File: src/rtl/rv_decode_stage_if.sv
// D-stage inputs, W-stage write port and ID/EX outputs of the decode stage.
// master drives D/W and consumes E; slave is the decode stage itself.
interface rv_decode_stage_if #(
  parameter int unsigned XLEN = 32
);
  logic            validD;
  logic            stallD;
  logic            flushE;
  logic            regwriteW;
  logic [4:0]      rdW;
  logic [XLEN-1:0] resultW;
  logic [31:0]     instrD;
  logic [XLEN-1:0] pcD;
  logic [XLEN-1:0] pc4D;

  logic            validE;
  logic            illegalE;
  logic            regwriteE;
  logic            memrwE;
  logic            brunE;
  logic            branchE;
  logic            jumpE;
  logic            aselE;
  logic            bselE;
  logic [1:0]      wbselE;
  logic [3:0]      ALUselE;
  logic [2:0]      funct3E;
  logic [4:0]      rdE;
  logic [4:0]      rs1E;
  logic [4:0]      rs2E;
  logic [XLEN-1:0] rd1E;
  logic [XLEN-1:0] rd2E;
  logic [XLEN-1:0] imm_exE;
  logic [XLEN-1:0] pcE;
  logic [XLEN-1:0] pc4E;

  modport master (
    output validD, stallD, flushE, regwriteW, rdW, resultW, instrD, pcD, pc4D,
    input  validE, illegalE, regwriteE, memrwE, brunE, branchE, jumpE, aselE, bselE,
           wbselE, ALUselE, funct3E, rdE, rs1E, rs2E, rd1E, rd2E, imm_exE, pcE, pc4E
  );

  modport slave (
    input  validD, stallD, flushE, regwriteW, rdW, resultW, instrD, pcD, pc4D,
    output validE, illegalE, regwriteE, memrwE, brunE, branchE, jumpE, aselE, bselE,
           wbselE, ALUselE, funct3E, rdE, rs1E, rs2E, rd1E, rd2E, imm_exE, pcE, pc4E
  );
endinterface

File: src/rtl/rv_decode_stage.sv
// RV32I/RV32E decode stage: control decode, register file with W->D bypass,
// and the ID/EX pipeline register with stall/flush.
module rv_decode_stage #(
  parameter int unsigned XLEN   = 32,
  parameter int unsigned NREGS  = 32,
  parameter bit          BYPASS = 1'b1
) (
  input logic               clk,
  input logic               rst_n,
  rv_decode_stage_if.slave  io_bus
);

  localparam int unsigned AW    = $clog2(NREGS);
  localparam bit          RV32E = (NREGS == 16);

  localparam logic [6:0] OpReg   = 7'b0110011;
  localparam logic [6:0] OpImm   = 7'b0010011;
  localparam logic [6:0] OpLoad  = 7'b0000011;
  localparam logic [6:0] OpStore = 7'b0100011;
  localparam logic [6:0] OpBr    = 7'b1100011;
  localparam logic [6:0] OpJal   = 7'b1101111;
  localparam logic [6:0] OpJalr  = 7'b1100111;
  localparam logic [6:0] OpLui   = 7'b0110111;
  localparam logic [6:0] OpAuipc = 7'b0010111;

  localparam logic [3:0] AluAdd   = 4'd0;
  localparam logic [3:0] AluSub   = 4'd1;
  localparam logic [3:0] AluAnd   = 4'd2;
  localparam logic [3:0] AluOr    = 4'd3;
  localparam logic [3:0] AluXor   = 4'd4;
  localparam logic [3:0] AluSll   = 4'd5;
  localparam logic [3:0] AluSrl   = 4'd6;
  localparam logic [3:0] AluSra   = 4'd7;
  localparam logic [3:0] AluSlt   = 4'd8;
  localparam logic [3:0] AluSltu  = 4'd9;
  localparam logic [3:0] AluPassB = 4'd10;

  typedef struct packed {
    logic            valid;
    logic            illegal;
    logic            regwrite;
    logic            memrw;
    logic            brun;
    logic            branch;
    logic            jump;
    logic            asel;
    logic            bsel;
    logic [1:0]      wbsel;
    logic [3:0]      alusel;
    logic [2:0]      funct3;
    logic [4:0]      rd;
    logic [4:0]      rs1;
    logic [4:0]      rs2;
    logic [XLEN-1:0] rd1;
    logic [XLEN-1:0] rd2;
    logic [XLEN-1:0] imm;
    logic [XLEN-1:0] pc;
    logic [XLEN-1:0] pc4;
  } ex_t;

  logic [XLEN-1:0] r_rf [NREGS];
  ex_t             r_ex;
  ex_t             w_dec;

  logic [31:0]     w_instr;
  logic [6:0]      w_op;
  logic [2:0]      w_f3;
  logic [6:0]      w_f7;
  logic [4:0]      w_rd;
  logic [4:0]      w_rs1;
  logic [4:0]      w_rs2;
  logic [3:0]      w_alu_f3;
  logic [31:0]     w_imm32;
  logic            w_use_rd;
  logic            w_use_rs1;
  logic            w_use_rs2;
  logic            w_we;
  logic [XLEN-1:0] w_rd1;
  logic [XLEN-1:0] w_rd2;

  assign w_instr = io_bus.instrD;
  assign w_op    = w_instr[6:0];
  assign w_rd    = w_instr[11:7];
  assign w_f3    = w_instr[14:12];
  assign w_rs1   = w_instr[19:15];
  assign w_rs2   = w_instr[24:20];
  assign w_f7    = w_instr[31:25];

  // Register file: x0 is never written; RV32E ignores writes to x16..x31.
  assign w_we = io_bus.regwriteW && (io_bus.rdW != 5'd0) && !(RV32E && io_bus.rdW[4]);

  always_ff @(posedge clk or negedge rst_n) begin
    if (!rst_n) begin
      r_rf <= '{default: '0};
    end else if (w_we) begin
      r_rf[io_bus.rdW[AW-1:0]] <= io_bus.resultW;
    end
  end

  always_comb begin
    w_rd1 = '0;
    w_rd2 = '0;
    if (w_rs1 != 5'd0 && !(RV32E && w_rs1[4])) w_rd1 = r_rf[w_rs1[AW-1:0]];
    if (w_rs2 != 5'd0 && !(RV32E && w_rs2[4])) w_rd2 = r_rf[w_rs2[AW-1:0]];
    if (BYPASS && io_bus.regwriteW && io_bus.rdW == w_rs1 && w_rs1 != 5'd0) begin
      w_rd1 = io_bus.resultW;
    end
    if (BYPASS && io_bus.regwriteW && io_bus.rdW == w_rs2 && w_rs2 != 5'd0) begin
      w_rd2 = io_bus.resultW;
    end
  end

  always_comb begin
    unique case (w_f3)
      3'b000:  w_alu_f3 = AluAdd;
      3'b001:  w_alu_f3 = AluSll;
      3'b010:  w_alu_f3 = AluSlt;
      3'b011:  w_alu_f3 = AluSltu;
      3'b100:  w_alu_f3 = AluXor;
      3'b101:  w_alu_f3 = AluSrl;
      3'b110:  w_alu_f3 = AluOr;
      default: w_alu_f3 = AluAnd;
    endcase
  end

  always_comb begin
    w_dec        = '0;
    w_dec.valid  = io_bus.validD;
    w_dec.funct3 = w_f3;
    w_dec.rd     = w_rd;
    w_dec.rs1    = w_rs1;
    w_dec.rs2    = w_rs2;
    w_dec.rd1    = w_rd1;
    w_dec.rd2    = w_rd2;
    w_dec.pc     = io_bus.pcD;
    w_dec.pc4    = io_bus.pc4D;
    w_imm32      = {{20{w_instr[31]}}, w_instr[31:20]};
    w_use_rd     = 1'b0;
    w_use_rs1    = 1'b0;
    w_use_rs2    = 1'b0;

    case (w_op)
      OpReg: begin
        {w_use_rd, w_use_rs1, w_use_rs2} = 3'b111;
        w_dec.regwrite = 1'b1;
        w_dec.wbsel    = 2'b01;
        w_dec.alusel   = w_alu_f3;
        if (w_f7 == 7'b0100000) begin
          if (w_f3 == 3'b000)      w_dec.alusel  = AluSub;
          else if (w_f3 == 3'b101) w_dec.alusel  = AluSra;
          else                     w_dec.illegal = 1'b1;
        end else if (w_f7 != 7'b0000000) begin
          w_dec.illegal = 1'b1;
        end
      end
      OpImm: begin
        {w_use_rd, w_use_rs1} = 2'b11;
        w_dec.regwrite = 1'b1;
        w_dec.bsel     = 1'b1;
        w_dec.wbsel    = 2'b01;
        w_dec.alusel   = w_alu_f3;
        if (w_f3 == 3'b001 || w_f3 == 3'b101) begin
          // Shifts carry only the shamt; imm[11:5] is a function code here.
          w_imm32 = {27'b0, w_instr[24:20]};
          if (w_f3 == 3'b101 && w_f7 == 7'b0100000) w_dec.alusel  = AluSra;
          else if (w_f7 != 7'b0000000)              w_dec.illegal = 1'b1;
        end
      end
      OpLoad: begin
        {w_use_rd, w_use_rs1} = 2'b11;
        w_dec.regwrite = 1'b1;
        w_dec.bsel     = 1'b1;
        w_dec.illegal  = (w_f3 == 3'b011) || (w_f3[2:1] == 2'b11);
      end
      OpStore: begin
        {w_use_rs1, w_use_rs2} = 2'b11;
        w_imm32       = {{20{w_instr[31]}}, w_instr[31:25], w_instr[11:7]};
        w_dec.memrw   = 1'b1;
        w_dec.bsel    = 1'b1;
        w_dec.illegal = w_f3[2] || (w_f3 == 3'b011);
      end
      OpBr: begin
        {w_use_rs1, w_use_rs2} = 2'b11;
        w_imm32 = {{19{w_instr[31]}}, w_instr[31], w_instr[7], w_instr[30:25],
                   w_instr[11:8], 1'b0};
        w_dec.branch  = 1'b1;
        w_dec.asel    = 1'b1;
        w_dec.bsel    = 1'b1;
        w_dec.brun    = (w_f3[2:1] == 2'b11);
        w_dec.illegal = (w_f3[2:1] == 2'b01);
      end
      OpJal: begin
        w_use_rd = 1'b1;
        w_imm32  = {{11{w_instr[31]}}, w_instr[31], w_instr[19:12], w_instr[20],
                    w_instr[30:21], 1'b0};
        w_dec.asel     = 1'b1;
        w_dec.bsel     = 1'b1;
        w_dec.jump     = 1'b1;
        w_dec.wbsel    = 2'b10;
        w_dec.regwrite = 1'b1;
      end
      OpJalr: begin
        {w_use_rd, w_use_rs1} = 2'b11;
        w_dec.bsel     = 1'b1;
        w_dec.jump     = 1'b1;
        w_dec.wbsel    = 2'b10;
        w_dec.regwrite = 1'b1;
        w_dec.illegal  = (w_f3 != 3'b000);
      end
      OpLui, OpAuipc: begin
        w_use_rd       = 1'b1;
        w_imm32        = {w_instr[31:12], 12'b0};
        w_dec.asel     = (w_op == OpAuipc);
        w_dec.bsel     = 1'b1;
        w_dec.alusel   = (w_op == OpLui) ? AluPassB : AluAdd;
        w_dec.wbsel    = 2'b01;
        w_dec.regwrite = 1'b1;
      end
      default: w_dec.illegal = 1'b1;
    endcase

    if (RV32E && ((w_use_rd && w_rd[4]) || (w_use_rs1 && w_rs1[4]) ||
                  (w_use_rs2 && w_rs2[4]))) begin
      w_dec.illegal = 1'b1;
    end

    w_dec.imm = {{(XLEN-31){w_imm32[31]}}, w_imm32[30:0]};

    if (w_dec.illegal) begin
      w_dec.regwrite = 1'b0;
      w_dec.memrw    = 1'b0;
      w_dec.branch   = 1'b0;
      w_dec.jump     = 1'b0;
    end

    if (!io_bus.validD) begin
      w_dec.illegal  = 1'b0;
      w_dec.regwrite = 1'b0;
      w_dec.memrw    = 1'b0;
      w_dec.brun     = 1'b0;
      w_dec.branch   = 1'b0;
      w_dec.jump     = 1'b0;
      w_dec.asel     = 1'b0;
      w_dec.bsel     = 1'b0;
      w_dec.wbsel    = 2'b00;
      w_dec.alusel   = AluAdd;
    end
  end

  // A stall holds rd1/rd2 as captured; EX forwarding covers later writes.
  always_ff @(posedge clk or negedge rst_n) begin
    if (!rst_n) begin
      r_ex <= '0;
    end else if (io_bus.flushE) begin
      r_ex <= '0;
    end else if (!io_bus.stallD) begin
      r_ex <= w_dec;
    end
  end

  assign io_bus.validE    = r_ex.valid;
  assign io_bus.illegalE  = r_ex.illegal;
  assign io_bus.regwriteE = r_ex.regwrite;
  assign io_bus.memrwE    = r_ex.memrw;
  assign io_bus.brunE     = r_ex.brun;
  assign io_bus.branchE   = r_ex.branch;
  assign io_bus.jumpE     = r_ex.jump;
  assign io_bus.aselE     = r_ex.asel;
  assign io_bus.bselE     = r_ex.bsel;
  assign io_bus.wbselE    = r_ex.wbsel;
  assign io_bus.ALUselE   = r_ex.alusel;
  assign io_bus.funct3E   = r_ex.funct3;
  assign io_bus.rdE       = r_ex.rd;
  assign io_bus.rs1E      = r_ex.rs1;
  assign io_bus.rs2E      = r_ex.rs2;
  assign io_bus.rd1E      = r_ex.rd1;
  assign io_bus.rd2E      = r_ex.rd2;
  assign io_bus.imm_exE   = r_ex.imm;
  assign io_bus.pcE       = r_ex.pc;
  assign io_bus.pc4E      = r_ex.pc4;

endmodule

File: src/flat_wrapper.sv
// flat-port wrapper written by rule: the top's interface ports become plain ports
module rv_decode_stage_flat 
#(
  parameter int unsigned XLEN   = 32,
  parameter int unsigned NREGS  = 32,
  parameter bit          BYPASS = 1'b1
)
  (clk, rst_n, io_bus_validD, io_bus_stallD, io_bus_flushE, io_bus_regwriteW, io_bus_rdW, io_bus_resultW, io_bus_instrD, io_bus_pcD, io_bus_pc4D, io_bus_validE, io_bus_illegalE, io_bus_regwriteE, io_bus_memrwE, io_bus_brunE, io_bus_branchE, io_bus_jumpE, io_bus_aselE, io_bus_bselE, io_bus_wbselE, io_bus_ALUselE, io_bus_funct3E, io_bus_rdE, io_bus_rs1E, io_bus_rs2E, io_bus_rd1E, io_bus_rd2E, io_bus_imm_exE, io_bus_pcE, io_bus_pc4E);
  rv_decode_stage_if #(.XLEN(XLEN)) io_bus_i ();
  input logic clk;
  input logic rst_n;
  input wire logic [$bits(io_bus_i.validD)-1:0] io_bus_validD;
  input wire logic [$bits(io_bus_i.stallD)-1:0] io_bus_stallD;
  input wire logic [$bits(io_bus_i.flushE)-1:0] io_bus_flushE;
  input wire logic [$bits(io_bus_i.regwriteW)-1:0] io_bus_regwriteW;
  input wire logic [$bits(io_bus_i.rdW)-1:0] io_bus_rdW;
  input wire logic [$bits(io_bus_i.resultW)-1:0] io_bus_resultW;
  input wire logic [$bits(io_bus_i.instrD)-1:0] io_bus_instrD;
  input wire logic [$bits(io_bus_i.pcD)-1:0] io_bus_pcD;
  input wire logic [$bits(io_bus_i.pc4D)-1:0] io_bus_pc4D;
  output wire logic [$bits(io_bus_i.validE)-1:0] io_bus_validE;
  output wire logic [$bits(io_bus_i.illegalE)-1:0] io_bus_illegalE;
  output wire logic [$bits(io_bus_i.regwriteE)-1:0] io_bus_regwriteE;
  output wire logic [$bits(io_bus_i.memrwE)-1:0] io_bus_memrwE;
  output wire logic [$bits(io_bus_i.brunE)-1:0] io_bus_brunE;
  output wire logic [$bits(io_bus_i.branchE)-1:0] io_bus_branchE;
  output wire logic [$bits(io_bus_i.jumpE)-1:0] io_bus_jumpE;
  output wire logic [$bits(io_bus_i.aselE)-1:0] io_bus_aselE;
  output wire logic [$bits(io_bus_i.bselE)-1:0] io_bus_bselE;
  output wire logic [$bits(io_bus_i.wbselE)-1:0] io_bus_wbselE;
  output wire logic [$bits(io_bus_i.ALUselE)-1:0] io_bus_ALUselE;
  output wire logic [$bits(io_bus_i.funct3E)-1:0] io_bus_funct3E;
  output wire logic [$bits(io_bus_i.rdE)-1:0] io_bus_rdE;
  output wire logic [$bits(io_bus_i.rs1E)-1:0] io_bus_rs1E;
  output wire logic [$bits(io_bus_i.rs2E)-1:0] io_bus_rs2E;
  output wire logic [$bits(io_bus_i.rd1E)-1:0] io_bus_rd1E;
  output wire logic [$bits(io_bus_i.rd2E)-1:0] io_bus_rd2E;
  output wire logic [$bits(io_bus_i.imm_exE)-1:0] io_bus_imm_exE;
  output wire logic [$bits(io_bus_i.pcE)-1:0] io_bus_pcE;
  output wire logic [$bits(io_bus_i.pc4E)-1:0] io_bus_pc4E;
  assign io_bus_i.validD = io_bus_validD;
  assign io_bus_i.stallD = io_bus_stallD;
  assign io_bus_i.flushE = io_bus_flushE;
  assign io_bus_i.regwriteW = io_bus_regwriteW;
  assign io_bus_i.rdW = io_bus_rdW;
  assign io_bus_i.resultW = io_bus_resultW;
  assign io_bus_i.instrD = io_bus_instrD;
  assign io_bus_i.pcD = io_bus_pcD;
  assign io_bus_i.pc4D = io_bus_pc4D;
  assign io_bus_validE = io_bus_i.validE;
  assign io_bus_illegalE = io_bus_i.illegalE;
  assign io_bus_regwriteE = io_bus_i.regwriteE;
  assign io_bus_memrwE = io_bus_i.memrwE;
  assign io_bus_brunE = io_bus_i.brunE;
  assign io_bus_branchE = io_bus_i.branchE;
  assign io_bus_jumpE = io_bus_i.jumpE;
  assign io_bus_aselE = io_bus_i.aselE;
  assign io_bus_bselE = io_bus_i.bselE;
  assign io_bus_wbselE = io_bus_i.wbselE;
  assign io_bus_ALUselE = io_bus_i.ALUselE;
  assign io_bus_funct3E = io_bus_i.funct3E;
  assign io_bus_rdE = io_bus_i.rdE;
  assign io_bus_rs1E = io_bus_i.rs1E;
  assign io_bus_rs2E = io_bus_i.rs2E;
  assign io_bus_rd1E = io_bus_i.rd1E;
  assign io_bus_rd2E = io_bus_i.rd2E;
  assign io_bus_imm_exE = io_bus_i.imm_exE;
  assign io_bus_pcE = io_bus_i.pcE;
  assign io_bus_pc4E = io_bus_i.pc4E;
  rv_decode_stage #(.XLEN(XLEN), .NREGS(NREGS), .BYPASS(BYPASS)) u_core (.clk(clk), .rst_n(rst_n), .io_bus(io_bus_i));
endmodule
File: config.mk
export PLATFORM = sky130hd
export DESIGN_NAME = rv_decode_stage_flat
export DESIGN_NICKNAME = d
export VERILOG_FILES = /design/src/rtl/rv_decode_stage_if.sv /design/src/rtl/rv_decode_stage.sv /design/src/flat_wrapper.sv
export SDC_FILE = /design/constraint.sdc
export NUM_CORES = 2
export LEC_CHECK = 0
export CORE_MARGIN = 3
export CORE_UTILIZATION = 60
export CTS_CLUSTER_SIZE = 16
export DETAILED_ROUTE_END_ITERATION = 10
export PLACE_DENSITY = 0.8
export RECOVER_POWER = 25
export SETUP_SLACK_MARGIN = 0.15
export SLEW_MARGIN = 20
export SYNTH_ARGS = -nofsm -noshare
export SYNTH_HDL_FRONTEND = slang
export SYNTH_SLANG_ARGS = --single-unit
File: constraint.sdc
create_clock -name clk -period 2.1 [get_ports clk]
set_input_delay 0.42 -clock clk [delete_from_list [all_inputs] [get_ports clk]]
set_output_delay 0.42 -clock clk [all_outputs]
set_load 0.01 [all_outputs]
==> results.py <==
metrics = {
    "global_route": {
        "gr-total-overflow": 0,
        "grtUsageTotal": 0.380,
        "grt_pass1_wl_mm": 301,
        "antenna_found_initial": 7,
        "grt_max_degree": 105,
        "grt_pass1_vias": 46549,
    },
    "outcome": {
        "outcome": "finished, final reports clean",
    },
    "worst_setup_path": {
        "cp.arrival_ps": 2550,
        "cp.required_ps": 2700,
        "crit_path_top_delay_cell": "clkdlybuf4s50_1",
        "crit_type": "input pin to flip-flop",
        "path_common_cell": "buf_4",
        "end_kind": "flip-flop",
        "cp_cell_sequence": "clkdlybuf4s50_1, buf_4, xnor2_1, nand2_1, buf_4, o21ai_4, buf_4, buf_12, o41ai_1",
        "worstSetupStartpointType": "input pin",
        "startpoint": "io_bus_rdW[4]",
        "r2r_start": "u_core.r_rf[133]",
        "slowest_delay_ps": 600,
        "crit_path_max_fanout": 13,
        "reg2reg_slack_ps": 190,
    },
    "cts": {
        "cts_sinks": 1217,
        "root_buffer": "clkbuf_16",
        "worstSkewPairLatency_ps": 750,
        "clk_pin_slew_ps": 60,
        "clk_path_buf_depth": 3,
        "cts_buffers": 132,
        "cts_tree": "built",
        "htree_levels": 4,
    },
    "synthesis": {
        "syn_area_um2": 62000,
        "synth-main-ff-cell": "dfrtp_1",
        "ys_seq_area_frac": 0.491,
        "synth_area_per_cell_um2": 14.6,
        "synth_nets": 4388,
        "postSynthCellCount": 4249,
        "synthArstFlopShare": 1.00,
        "yosys_warnings": 0,
        "ys_seq_elements": 1217,
        "synth_edf_count": 0,
        "synth_cell_types": 68,
    },
    "sta": {
        "slew_headroom": 0.230,
        "setup_slack_ps": 150,
        "maxSlewViolCount": 0,
        "skew_ps": 22.0,
        "setup_viol": 0,
        "fin_crit_sh": 0.929,
        "fin_crit_ps": 1950,
        "final_hold_viol_count": 0,
        "worst_pin_slew_ps": 1150,
        "max_clock_freq_mhz": 513,
        "rsz0062_at_grt": "false",
    },
    "floorplanning": {
        "row_count": 117,
        "die-area_um2": 107000,
        "start_util": 0.607,
        "ioPinCount": 332,
        "die_y_um": 327,
        "core_um2": 102000,
        "die_width_um": 327,
    },
    "drt": {
        "dr.pass1.iters": 6,
        "drtAntennaViolNets": 0,
        "drtIter0Drc": 5296,
        "wl_per_cell_um": 32.3,
        "routed_via_density": 7.07,
        "drc": 0,
        "via_count": 44554,
        "drt-total-wl_mm": 203,
    },
    "placed_design": {
        "place_hpwl_mm": 135,
        "gp_congestion": 0.946,
        "preCtsSetupSlack_ps": -863,
        "io_buffer_count": 331,
    },
    "final_layout": {
        "fin_nets": 4968,
        "regArea_um2": 30500,
        "fillCellCount": 6200,
        "finalCoreUtilization": 0.744,
        "multiInputGateArea_um2": 29900,
        "drive_above_1_share": 0.459,
        "syn_to_final_growth_pct": 22.6,
    },
    "power": {
        "ir_drop_v": 0.000717,
        "p_per_area_nw_per_um2": 896,
        "p_leak_nw": 34.2,
    },
    "min_path": {
        "worst_hold_startpoint": "io_bus_instrD[27]",
        "hp-class": "input pin to flip-flop",
    },
    "job": {
        "cap_violations": 0,
    },
}
worst max-delay path, delay by kind of cell:
kind | cells | cell delay, ps
buffers and inverters | 5 | 1310
AOI/OAI and AO/OA | 2 | 560
and+or+nand+nor | 1 | 150
xor gates and xnor gates | 1 | 80
layout make-up:
| cell class | count | share of cell area |
|---|---|---|
| clock inverters | 45 | 0.00800 |
| multi-input cells | 2553 | 0.393 |
| well taps | 1368 | 0.0225 |
| diodes | 3 | 0.0000988 |
| inverters | 10 | 0.000510 |
| repair buffers | 915 | 0.123 |
| clock buffers | 195 | 0.0518 |
| flip-flops and latches | 1217 | 0.401 |
where the power goes:
| group | total [mW] | switching [mW] | internal, mW |
|---|---|---|---|
| clock network | 24.3 | 9.82 | 14.5 |
| logic | 13.2 | 5.34 | 7.88 |
| registers | 30.5 | 3.10 | 27.4 |
state kept, by name, summed over array words and instances (netlist names), 2 cells and up:
name and cells:
u_core.io_bus.funct3E 3, u_core.io_bus.pc4E 32, u_core.io_bus.rdE 5, u_core.io_bus.imm_exE 32, u_core.io_bus.rd1E 32, u_core.io_bus.rs2E 5
u_core.io_bus.wbselE 2, u_core.io_bus.rd2E 32, u_core.io_bus.ALUselE 4, u_core.io_bus.rs1E 5, u_core.r_rf 1024, u_core.io_bus.pcE 32
cell families (layout without fill, tap and decap cells):
| family | after synthesis | count (layout) | share of synthesized area |
|---|---|---|---|
| mux | 1678 | 1678 | 0.384 |
| flops | 1217 | 1217 | 0.491 |
| compound gates | 500 | 500 | 0.0627 |
| buf+inv | 479 | 1165 | 0.0310 |
| simple gates | 364 | 364 | 0.0291 |
| xor+xnor | 11 | 11 | 0.00155 |
| other cells | 0 | 3 | 0 |
synthesized netlist by cell type (3+ instances only):
| cell | number | area [um^2] |
|---|---|---|
| dfrtp_1 | 1217 | 30500 |
| mux2_2 | 920 | 10400 |
| mux4_2 | 459 | 10300 |
| clkbuf_1 | 316 | 1190 |
| mux2i_1 | 184 | 1840 |
| nor2_1 | 122 | 458 |
| mux2_1 | 115 | 1290 |
| a22oi_1 | 95 | 713 |
| nand2_1 | 93 | 349 |
| buf_1 | 77 | 289 |
| a221oi_1 | 71 | 622 |
| buf_2 | 67 | 335 |
| o22ai_1 | 62 | 388 |
| a211oi_1 | 56 | 420 |
| and2_1 | 56 | 350 |
| o41ai_1 | 55 | 482 |
| o221ai_1 | 53 | 464 |
| a22o_1 | 22 | 193 |
| nor2b_1 | 20 | 125 |
| o21ai_1 | 19 | 95.1 |
| a21oi_1 | 17 | 85.1 |
| nor3_1 | 11 | 55.1 |
| nor3b_1 | 11 | 82.6 |
| xnor2_1 | 10 | 87.6 |
| nand3b_1 | 9 | 67.6 |
| a21boi_0 | 8 | 60.1 |
| buf_4 | 8 | 60.1 |
| inv_1 | 8 | 30.0 |
| a221o_1 | 7 | 70.1 |
| and3_1 | 7 | 43.8 |
| nand3_1 | 7 | 35.0 |
| o21ai_0 | 6 | 30.0 |
| o2bb2ai_1 | 6 | 52.6 |
| a21o_1 | 4 | 30.0 |
| and3b_1 | 3 | 26.3 |
| nand2b_1 | 3 | 18.8 |
| nor4_1 | 3 | 18.8 |
| o31ai_1 | 3 | 22.5 |
| or3_1 | 3 | 18.8 |
per-layer routing:
| layer | GRT usage | wire (um) |
|---|---|---|
| met4 | 0.200 | 11900 |
| met1 | 0.498 | 75000 |
| met5 | 0 | 42 |
| met2 | 0.580 | 92900 |
| met3 | 0.109 | 23600 |
worst paths after layout:
| kind | endpoint | cells past startpoint |
|---|---|---|
| max | u_core.io_bus.rd1E[11] | 9 |
| min | u_core.io_bus.imm_exE[7] | 3 |
| max reg2reg | u_core.io_bus.rd1E[5] | 5 |
| min reg2reg | u_core.r_rf[995] | 0 |
| max in group asynchronous | u_core.r_rf[283] | 4 |
| min in group asynchronous | u_core.io_bus.pc4E[25] | 2 |
what timing repair did:
action	CTS	global route
buffers inserted	5	0
gates cloned	0	0
endpoints found under the setup margin	197	14
resized for setup	249	10
pin swaps	5	2
endpoints found under the hold margin	306	0
hold buffers	1	0
placed cells by master, fill, tap and decap left out, types with 40 or more instances in the layout:
cell,synthesis,final
a22oi_1,95,95
mux4_2,459,459
mux2i_1,184,184
o41ai_1,55,55
mux2_1,115,115
mux2_2,920,920
nand2_1,93,78
o221ai_1,53,53
dfrtp_1,1217,1197
o22ai_1,62,62
dlygate4sd2_1,0,171
clkbuf_16,0,136
buf_4,8,411
and2_1,56,56
a211oi_1,56,56
clkbuf_1,316,40
buf_12,0,153
nor2_1,122,104
a221oi_1,71,69
clkdlybuf4s50_1,0,121
through the flow:
stage	area [um^2]	cells	TNS, ps	power (mW)	hold WS (ps)
global placement	71700	6056	-317240	42.9	348
global route	76000	6304	0	70.3	39.9
finish	76000	6306	0	68.1	49.2
floorplan	62600	4249	-947	38.7	124
detailed placement	71700	6057	-344420	43.8	358
CTS	76100	6303	0	68.0	0.390
Note: power is estimated with default switching activity, not from simulation.
